==> src/rtl/dcache_pkg.sv <==
// Shared types for the data-cache uncached path.
// Request bundle presented by the LSU to the uncached response unit.
package dcache_pkg;

  typedef struct packed {
    logic        ce;
    logic        we;
    logic        uncache;
    logic [31:0] addr;
    logic [3:0]  sel;
    logic [2:0]  req_type;
    logic [31:0] data;
  } mem_dcache_rreq_t;

endpackage

==> src/rtl/dcache_uncache_resp.sv <==
// Uncached load/store sequencer between the LSU and the bus.
// One transaction in flight; flushed loads finish on the bus silently.
module dcache_uncache_resp
  import dcache_pkg::*;
#(
  parameter int ADDR_WIDTH = 32,
  parameter int DATA_WIDTH = 32
) (
  input  logic                  clk,
  input  logic                  rst,
  input  logic                  flush,
  input  mem_dcache_rreq_t      dcache_rreq_i,
  output logic                  dcache_ready_o,
  output logic                  rvalid_o,
  output logic [DATA_WIDTH-1:0] rdata_o,
  output logic                  rd_req_o,
  output logic [ADDR_WIDTH-1:0] rd_addr_o,
  output logic [2:0]            rd_type_o,
  input  logic                  rd_rdy_i,
  input  logic                  ret_valid_i,
  input  logic [DATA_WIDTH-1:0] ret_data_i,
  output logic                  wr_req_o,
  output logic [ADDR_WIDTH-1:0] wr_addr_o,
  output logic [3:0]            wr_wstrb_o,
  output logic [DATA_WIDTH-1:0] wr_data_o,
  input  logic                  wr_rdy_i,
  input  logic                  wr_done_i
);

  localparam logic [2:0] IDLE    = 3'd0;
  localparam logic [2:0] RD_REQ  = 3'd1;
  localparam logic [2:0] RD_WAIT = 3'd2;
  localparam logic [2:0] WR_REQ  = 3'd3;
  localparam logic [2:0] WR_WAIT = 3'd4;

  logic [2:0]            state;
  logic [ADDR_WIDTH-1:0] addr;
  logic [3:0]            sel;
  logic [2:0]            rtype;
  logic [DATA_WIDTH-1:0] wdata;
  logic                  drop;
  logic                  accept;
  logic                  unused_bits;

  assign unused_bits = dcache_rreq_i.uncache;

  // Ready only when idle and the previous load pulse has gone out.
  assign dcache_ready_o = !rst && (state == IDLE) && !rvalid_o;
  assign accept = dcache_rreq_i.ce && dcache_ready_o && !flush;

  // Bus-side outputs are driven only in their request states.
  always_comb begin
    rd_req_o   = (state == RD_REQ);
    wr_req_o   = (state == WR_REQ);
    rd_addr_o  = rd_req_o ? addr : '0;
    rd_type_o  = rd_req_o ? rtype : '0;
    wr_addr_o  = wr_req_o ? addr : '0;
    wr_wstrb_o = wr_req_o ? sel : '0;
    wr_data_o  = wr_req_o ? wdata : '0;
  end

  // Transaction sequencer, request latch and load-return register.
  always_ff @(posedge clk or posedge rst) begin
    if (rst) begin
      state    <= IDLE;
      addr     <= '0;
      sel      <= '0;
      rtype    <= '0;
      wdata    <= '0;
      drop     <= 1'b0;
      rvalid_o <= 1'b0;
      rdata_o  <= '0;
    end else begin
      rvalid_o <= 1'b0;
      case (state)
        IDLE: begin
          drop <= 1'b0;
          if (accept) begin
            addr  <= dcache_rreq_i.addr[ADDR_WIDTH-1:0];
            sel   <= dcache_rreq_i.sel;
            rtype <= dcache_rreq_i.req_type;
            wdata <= dcache_rreq_i.data[DATA_WIDTH-1:0];
            state <= dcache_rreq_i.we ? WR_REQ : RD_REQ;
          end
        end
        RD_REQ: begin
          if (flush) drop <= 1'b1;
          if (rd_rdy_i) state <= RD_WAIT;
        end
        RD_WAIT: begin
          if (flush) drop <= 1'b1;
          if (ret_valid_i) begin
            rdata_o  <= ret_data_i;
            rvalid_o <= !(drop || flush);
            drop     <= 1'b0;
            state    <= IDLE;
          end
        end
        WR_REQ: begin
          if (wr_rdy_i) state <= WR_WAIT;
        end
        WR_WAIT: begin
          if (wr_done_i) state <= IDLE;
        end
        default: state <= IDLE;
      endcase
    end
  end

endmodule

==> config.mk <==
export PLATFORM = sky130hd
export DESIGN_NAME = dcache_uncache_resp
export DESIGN_NICKNAME = d
export VERILOG_FILES = /design/src/rtl/dcache_pkg.sv /design/src/rtl/dcache_uncache_resp.sv
export SDC_FILE = /design/constraint.sdc
export NUM_CORES = 1
export LEC_CHECK = 0
export BUFFER_PORTS_ARGS = -buffer_cell sky130_fd_sc_hd__buf_4
export CORE_MARGIN = 10
export CORE_UTILIZATION = 49
export CTS_CLUSTER_DIAMETER = 30
export CTS_CLUSTER_SIZE = 25
export DETAILED_ROUTE_END_ITERATION = 8
export MAX_ROUTING_LAYER = met4
export PLACE_DENSITY = 0.85
export SLEW_MARGIN = 5
export SYNTH_ARGS = -nofsm -noshare
export SYNTH_HDL_FRONTEND = slang
export SYNTH_SLANG_ARGS = --single-unit
==> constraint.sdc <==
create_clock -name clk -period 6.25 [get_ports clk]
set_input_delay 0.625 -clock clk [delete_from_list [all_inputs] [get_ports clk]]
set_output_delay 0.625 -clock clk [all_outputs]
set_load 0.05 [all_outputs]
==> qor.yml, run 1 <==
met1_length_um: 5720
cp.arrival_ns: 2.34
ys_top_cells_by_count: "108 x dfrtp_1, 103 x and2_1, 81 x mux2_2"
cp_slowest_stage_delay_ns: 0.92
grt_pass1_vias: 3933
multi_input_area_um2: 1970
switching_power_mw: 1.28
tightest_slew_ns: 0.988
syn2layout_area_growth_pct: 43.6
p_total_mw: 3.03
grt_usage_pct: 19.6
antenna_found_initial: 0
netlist_instances: 362
pre_cts_slack_ns: 3.53
avgSynthCellArea_um2: 13.3
holdBufCountCts: 0
synth_area_leaders: "dfrtp_1 56%, mux2_2 19%, and2_1 13%"
synth_edf_count: 0
netlist-cell-type-count: 24
ys_seq_area_share_pct: 55.9
crit_path_end_kind: "primary output"
regArea_um2: 2700
cts_setup_buffers: 0
fin_ws_ns: 3.29
path_class: "reg -> out"
synth_top_cell_by_area: "dfrtp_1"
wl_per_cell_um: 19.0
clockPowerShare_pct: 12.8
wl_met3_um: 1550
clock-sinks: 108
timing.final.crit_share_pct: 47.4
overflow: 0
cp.depth: 3
hold_class: "in -> async"
die_area_um2: 14200
synthFlopType: "dfrtp_1"
ir_drop_mv: 0.376
vias: 3645
async_flop_share_pct: 100
critPathLaunch: "state[1]"
clk_pin_slew_ns: 0.10
critPathBufInv: 1
ctsRootBufferMaster: "clkbuf_8"
cts_tree: "yes"
drive_gt1_share_pct: 58.6
path_cells: "and3b_2 -> and2_1 -> buf_4"
grt_max_degree: 79
rsz0062_at_grt: "false"
clock_latency_ns: 0.36
max_freq_mhz: 337
final_hold_viol_count: 0
port_buffers: 250
dr.pass1.iters: 4
tns_ns: 0
p_per_area_nw_per_um2: 437
relSlewSlack_pct: 34.1
grt_pass1_wl_um: 21500
syn-cell-area_um2: 4830
setup_viol: 0
fill_cells: 686
r2r.worst_path.cells: 4
ant_nets: 0
fin_util_pct: 71.7
synth_warnings: 0
cts_resized: 0
antenna_cells: 0
hold_slack_ns: 0.253
finalCriticalPeriod_ns: 2.96
worstReg2RegStart: "state[1]"
startpoint_type: "flip-flop"
yosys.area.top_type_share_pct: 55.9
crit_fanout: 70
p_leak_nw: 3.43
hpwl_um: 11200
die_x_um: 119
io_pins: 252
clock_skew_ns: 0.0102
cts_buffers: 9
critPathRequiredTime_ns: 5.62
drc: 0
highest_layer: "met4"
drv_cap: 0
p_int_mw: 1.75
gp_congestion: 0.764
finalNetCount: 716
syn-num-nets: 475
ctsHtreeMaxLevel: 3
timing.rr.end: "addr[1]"
seqPwrFrac_pct: 40.4
met2_length_um: 6680
path_delay_family: "simple AND/OR/NAND/NOR gates"
p_sw_share_pct: 42.2
die-height_um: 119
wirelength_um: 14100
p_comb_share_pct: 46.8
drt_iter0_markers: 169
slew_viol_final: 0
r2r_slack_ns: 3.69
yosysMostFrequentCell: "dfrtp_1"
synth_seq_cells: 108
status: "finished, final reports clean"
slowest_stage: "and3b_2"
avgViaCountPerCell: 4.92
initial_core_util_pct: 49.9
clockBufferDepth: 2
core_um2: 9680
rows: 36
[metrics by stage]
stage / instances / area, um2
2_1_floorplan: 362 / 4830
3_3_place_gp: 725 / 6760
3_5_place_dp: 725 / 6760
4_1_cts: 741 / 6940
5_1_grt: 741 / 6940
6_report: 741 / 6940
[kinds of logic after synthesis]
| group | synth area share, % |
|---|---|
| mux | 24.4 |
| simple gates | 15.2 |
| compound gates | 1.01 |
| buf+inv | 3.39 |
| flops | 55.9 |
[placed cells by master, fill, tap and decap left out, drive strengths merged]
master  netlist  layout
inv           3       3
a31oi         3       3
nor4bb        1       1
mux2i         2       2
a31o          1       1
mux2        103     103
and4          1       1
clkinv        0       4
o41ai         1       1
and3b         1       1
o31ai         1       1
buf          10     254
nand2b        2       2
and2        103     103
clkbuf       14      12
nand2         2       2
nor3          2       2
nor3b         1       1
nor2          1       1
dfrtp       108     108
o21ai         1       1
or4           1       1
[metal layers]
layer	global-route usage (%)	vias to the layer above
li1	-	1695
met1	21.9	1759
met2	31.6	184
met3	9.07	7
met4	4.22	0
met5	-	-
[worst max path at each step]
| stage | slack (ns) | to |
|---|---|---|
| 3_3_place_gp | 3.58 | addr[22] |
| 3_5_place_dp | 3.53 | addr[1] |
| 5_1_grt | 3.15 | wr_addr_o[21] |
| 2_1_floorplan | 2.78 | addr[0] |
| 6_report | 3.29 | wr_addr_o[26] |
| 4_1_cts | 3.29 | wr_addr_o[26] |
[worst register-to-register path: stages, from the launching register on]
cell,delay (ns)
dfrtp_1,0.52
or4_4,0.60
nor3_4,0.12
buf_4,0.73
mux2_2,0.47
[power groups by stage]
stage	combinational, mW	sequential [mW]	clock (mW)
finish	1.42	1.22	0.389
global route	1.49	1.27	0.433
CTS	1.44	1.23	0.402
detailed placement	1.43	1.24	0
global placement	1.40	1.21	0
floorplan	0.655	1.55	0
[final cells by class]
type                       count  share of cell area, %
clock buffer                  12                   2.24
clock inverter                 4                  0.343
inverter                       3                  0.198
multi-input combinational    227                   28.4
sequential                   108                   38.9
tap                          133                   2.40
timing repair buffer         254                   27.5
[flip-flops by register name, indices dropped and copies added, names as in the netlist]
signal and flops:
rtype 3, wdata 32, rdata_o 32, addr 32
drop 1, sel 4, rvalid_o 1, state 3
(Power assumes the default switching activity.)
==> run 2: changes to the inputs <==
Settings changed: CORE_UTILIZATION 49 to 41, PLACE_DENSITY 0.85 to 0.76.
Clock period 6.25 ns to 2.5 ns, I/O delays scaled along.
==> run 2 against run 1 <==
First-iteration DRC count decreased by 22%. Clock skew decreased by 0.0018 ns. Via count down 0.14%. Combinational power grew 150%. Die area rose by 16%. Largest cell class unchanged. Setup slack worse by 3.1 ns. Clock power grew to 4.2 times the previous value. Critical endpoint is now wr_data_o[18]. Routed wire length shrank 0.54%.
==> qor.yml, run 2 (synthesis gave the netlist of run 1 again) <==
status: "finished, final reports clean"
vias: 3640
clk_pin_slew_ns: 0.08
syn2layout_area_growth_pct: 49.1
grt_pass1_wl_um: 21200
p_leak_nw: 3.53
drc: 0
ctsHtreeMaxLevel: 3
rsz0062_at_grt: "false"
wirelength_um: 14000
final_cell_mix: "254 x buf_4, 108 x dfrtp_1, 103 x and2_1"
core_um2: 11500
tightest_slew_ns: 0.534
die-height_um: 129
wl_per_cell_um: 18.6
ir_drop_mv: 0.981
finalCriticalPeriod_ns: 2.33
port_buffers: 250
gp_congestion: 0.764
mostFrequentLayoutCell: "buf_4"
cts_buffers: 9
clockBufferDepth: 2
die_area_um2: 16500
avgViaCountPerCell: 4.82
hold_class: "in -> async"
overflow: 0
r2r_slack_ns: 0.36
cts_setup_buffers: 0
startpoint_type: "flip-flop"
clock_latency_ns: 0.35
cts_tree: "yes"
reg_top3: "addr x32, rdata_o x32, wdata x32"
drive_gt1_share_pct: 59.0
die_x_um: 129
timing.final.crit_share_pct: 93.3
p_total_mw: 8.25
finalNetCount: 720
holdBufCountCts: 0
drv_cap: 0
p_per_area_nw_per_um2: 1150
r2r.worst_path.cells: 4
grt_pass1_vias: 3925
grt_usage_pct: 16.7
crit_path_end_kind: "primary output"
clock_skew_ns: 0.00841
relSlewSlack_pct: 64.4
dr.pass1.iters: 4
clock-sinks: 108
fin_util_pct: 62.8
final_hold_viol_count: 0
hpwl_um: 11100
antenna_found_initial: 0
io_pins: 252
initial_core_util_pct: 42.1
path_class: "reg -> out"
crit_fanout: 38
setup_viol: 0
max_freq_mhz: 429
drt_iter0_markers: 131
ant_nets: 0
tns_ns: 0
rows: 39
cp.arrival_ns: 2.08
ctsRootBufferMaster: "clkbuf_16"
critPathRequiredTime_ns: 2.25
antenna_cells: 0
cts_resized: 0
grt_max_degree: 67
slew_viol_final: 0
## run 2: changes by cell type in the layout (fill, tap and decap cells not counted), moves of 3 or more
| cell | before | now |
|---|---|---|
| clkbuf_8 | 11 | 0 |
| clkbuf_16 | 0 | 9 |
| buf_12 | 0 | 4 |
| bufinv_16 | 0 | 3 |
| clkinv_2 | 3 | 0 |
| clkinvlp_4 | 0 | 3 |
## run 2: worst paths after layout
path	start	endpoint
max in group asynchronous	rst	addr[25]
setup / recovery	state[1]	wr_data_o[18]
min in group clk	wr_done_i	state[2]
hold / removal	rst	rdata_o[6]
hold reg to reg	drop	rvalid_o
setup reg to reg	state[1]	addr[20]
## run 2: critical path, cell delays in order (launching register included)
cell     delay, ns
dfrtp_1       0.55
and3b_2       0.60
buf_12        0.24
and2_1        0.15
buf_4         0.20
## run 2: final cells by class
class | count | area (um2)
clock buffers | 9 | 225
clock inverters | 7 | 123
fillers | 875 | 4270
inverters | 3 | 15.0
multi-input cells | 227 | 1970
flip-flops and latches | 108 | 2700
well taps | 143 | 179
repair buffers | 258 | 1990
## run 2: metrics by stage
stage,cells,setup slack (ns),area [um2],hold WS (ns)
3_5_place_dp,739,0.394,6850,0.407
2_1_floorplan,362,0.148,4840,0.320
3_3_place_gp,739,0.445,6850,0.395
4_1_cts,755,0.129,7200,0.0294
6_report,755,0.168,7200,0.0135
5_1_grt,755,0.0139,7200,0.0315
## run 2: where the power goes
part	switching, mW	leakage (nW)	internal [mW]	total, mW
registers	0.472	1.29	2.60	3.07
logic	2.15	2.08	1.39	3.54
clock network	0.652	0.163	0.986	1.64
total	3.28	3.53	4.97	8.25
## run 2: per-layer routing
| metal | vias to the layer above | track usage [%] | wire [um] |
|---|---|---|---|
| met5 | - | - | 0 |
| met4 | 0 | 4.98 | 182 |
| met3 | 15 | 8.38 | 1710 |
| met2 | 183 | 26.2 | 6440 |
| met1 | 1733 | 18.3 | 5680 |
| li1 | 1709 | - | - |
==> run 3: changes to the inputs <==
Settings changed: CORE_UTILIZATION 41 to 45, PLACE_DENSITY 0.76 to 0.79.
Clock period 2.5 ns to 2.6 ns, I/O delays scaled along.
==> run 3 against run 2 <==
Clock power down 39%. Final cell count decreased by 1.2%. Non-clock buffer count unchanged. Clock skew fell by 0.0027 ns. Critical path depth did not move. Count of clock-buffer cells in the layout rose by 3. Final area down 2.8%. First-iteration DRC count grew 9.2%. Critical path type is now reg -> reg.
==> qor.yml, run 3 (synthesis gave the netlist of run 1 again) <==
worstReg2RegStart: "state[1]"
timing.rr.end: "addr[20]"
setup_viol: 0
vias: 3604
cp_slowest_stage_delay_ns: 0.60
cts_setup_buffers: 0
fin_ws_ns: 0.348
antenna_cells: 0
rsz0062_at_grt: "false"
grt_usage_pct: 18.4
clock-sinks: 108
drc: 0
critPathRequiredTime_ns: 2.85
wirelength_um: 14200
die_x_um: 124
gp_congestion: 0.783
status: "finished, final reports clean"
cp.arrival_ns: 2.50
slowest_stage: "or4_4"
p_per_area_nw_per_um2: 1050
cp.depth: 4
rows: 37
dr.pass1.iters: 4
startpoint_type: "flip-flop"
initial_core_util_pct: 46.6
avgViaCountPerCell: 4.83
final_cell_mix: "257 x buf_4, 108 x dfrtp_1, 103 x and2_1"
crit_path_end_kind: "flip-flop"
finalNetCount: 720
hold_class: "in -> async"
relSlewSlack_pct: 41.5
hold_slack_ns: 0.0480
drv_cap: 0
drive_gt1_share_pct: 58.7
path_delay_family: "simple AND/OR/NAND/NOR gates"
clk_pin_slew_ns: 0.09
wl_per_cell_um: 19.0
p_leak_nw: 3.45
r2r_slack_ns: 0.35
cts_tree: "yes"
ctsHtreeMaxLevel: 3
cp-endpoint: "addr[20]"
antenna_found_initial: 0
r2r.worst_path.cells: 4
critPathBufInv: 1
clockBufferDepth: 2
slew_viol_final: 0
critPathLaunch: "state[1]"
drt_iter0_markers: 143
path_cells: "or4_4 -> nor3_4 -> buf_4 -> mux2_2"
grt_pass1_vias: 3938
finalCriticalPeriod_ns: 2.25
ir_drop_mv: 1.06
cts_resized: 0
core_um2: 10400
mostFrequentLayoutCell: "buf_4"
ant_nets: 0
pre_cts_slack_ns: 0.375
grt_max_degree: 70
io_pins: 252
port_buffers: 250
fin_util_pct: 67.5
cts_buffers: 9
reg_top3: "addr x32, rdata_o x32, wdata x32"
path_class: "reg -> reg"
final_hold_viol_count: 0
clock_latency_ns: 0.36
hpwl_um: 11300
overflow: 0
tns_ns: 0
tightest_slew_ns: 0.878
die-height_um: 124
grt_pass1_wl_um: 21000
syn2layout_area_growth_pct: 44.9
crit_fanout: 33
timing.final.crit_share_pct: 86.6
p_total_mw: 7.36
holdBufCountCts: 0
clock_skew_ns: 0.00572
max_freq_mhz: 444
ctsRootBufferMaster: "clkbuf_8"
die_area_um2: 15300
[run 3: cell types whose count changed in the layout (fill, tap and decap cells not counted)]
cell / before / now
clkbuf_8: 0 / 11
clkbuf_16: 9 / 0
buf_12: 4 / 1
buf_4: 254 / 257
bufinv_16: 3 / 1
clkinvlp_4: 3 / 1
inv_6: 2 / 0
clkbuf_1: 0 / 1
clkinv_2: 0 / 1
[run 3: worst reg2reg max path, stage by stage (launching register included)]
cell	delay (ns)
dfrtp_1	0.51
or4_4	0.60
nor3_4	0.18
buf_4	0.43
mux2_2	0.42
[run 3: report_power, final]
part	internal, mW	total, mW	switching, mW
Clock	0.487	1.00	0.517
Combinational	1.33	3.40	2.07
Sequential	2.50	2.96	0.463
[run 3: how the worst min path moves through the flow]
stage | from | end | slack, ns | cells past startpoint
2_1_floorplan | flush | rvalid_o | 0.33 | 1
3_3_place_gp | drop | rvalid_o | 0.43 | 1
3_5_place_dp | drop | rvalid_o | 0.43 | 1
4_1_cts | wr_done_i | state[2] | 0.03 | 2
5_1_grt | wr_done_i | state[2] | 0.03 | 2
6_report | rst | wdata[18] | 0.05 | 3
[run 3: stage by stage]
step | cell area (um2) | instances
2_1_floorplan | 4830 | 362
3_3_place_gp | 6810 | 732
3_5_place_dp | 6810 | 732
4_1_cts | 7000 | 746
5_1_grt | 7000 | 746
6_report | 7000 | 746
[run 3: metal layers]
layer | wire length, um | global-route usage [%] | vias up
met5 | 0 | - | -
met4 | 157 | 5.09 | 0
met3 | 1450 | 7.01 | 13
met2 | 6730 | 29.2 | 178
met1 | 5860 | 21.3 | 1711
li1 | - | - | 1702
[run 3: cell type report]
cell class                 count  area [um2]
fill                         791        3370
sequential                   108        2700
multi-input combinational    227        1970
timing repair buffer         258        1950
tap                          136         170
clock buffer                  12         155
clock inverter                 2        35.0
inverter                       3        15.0
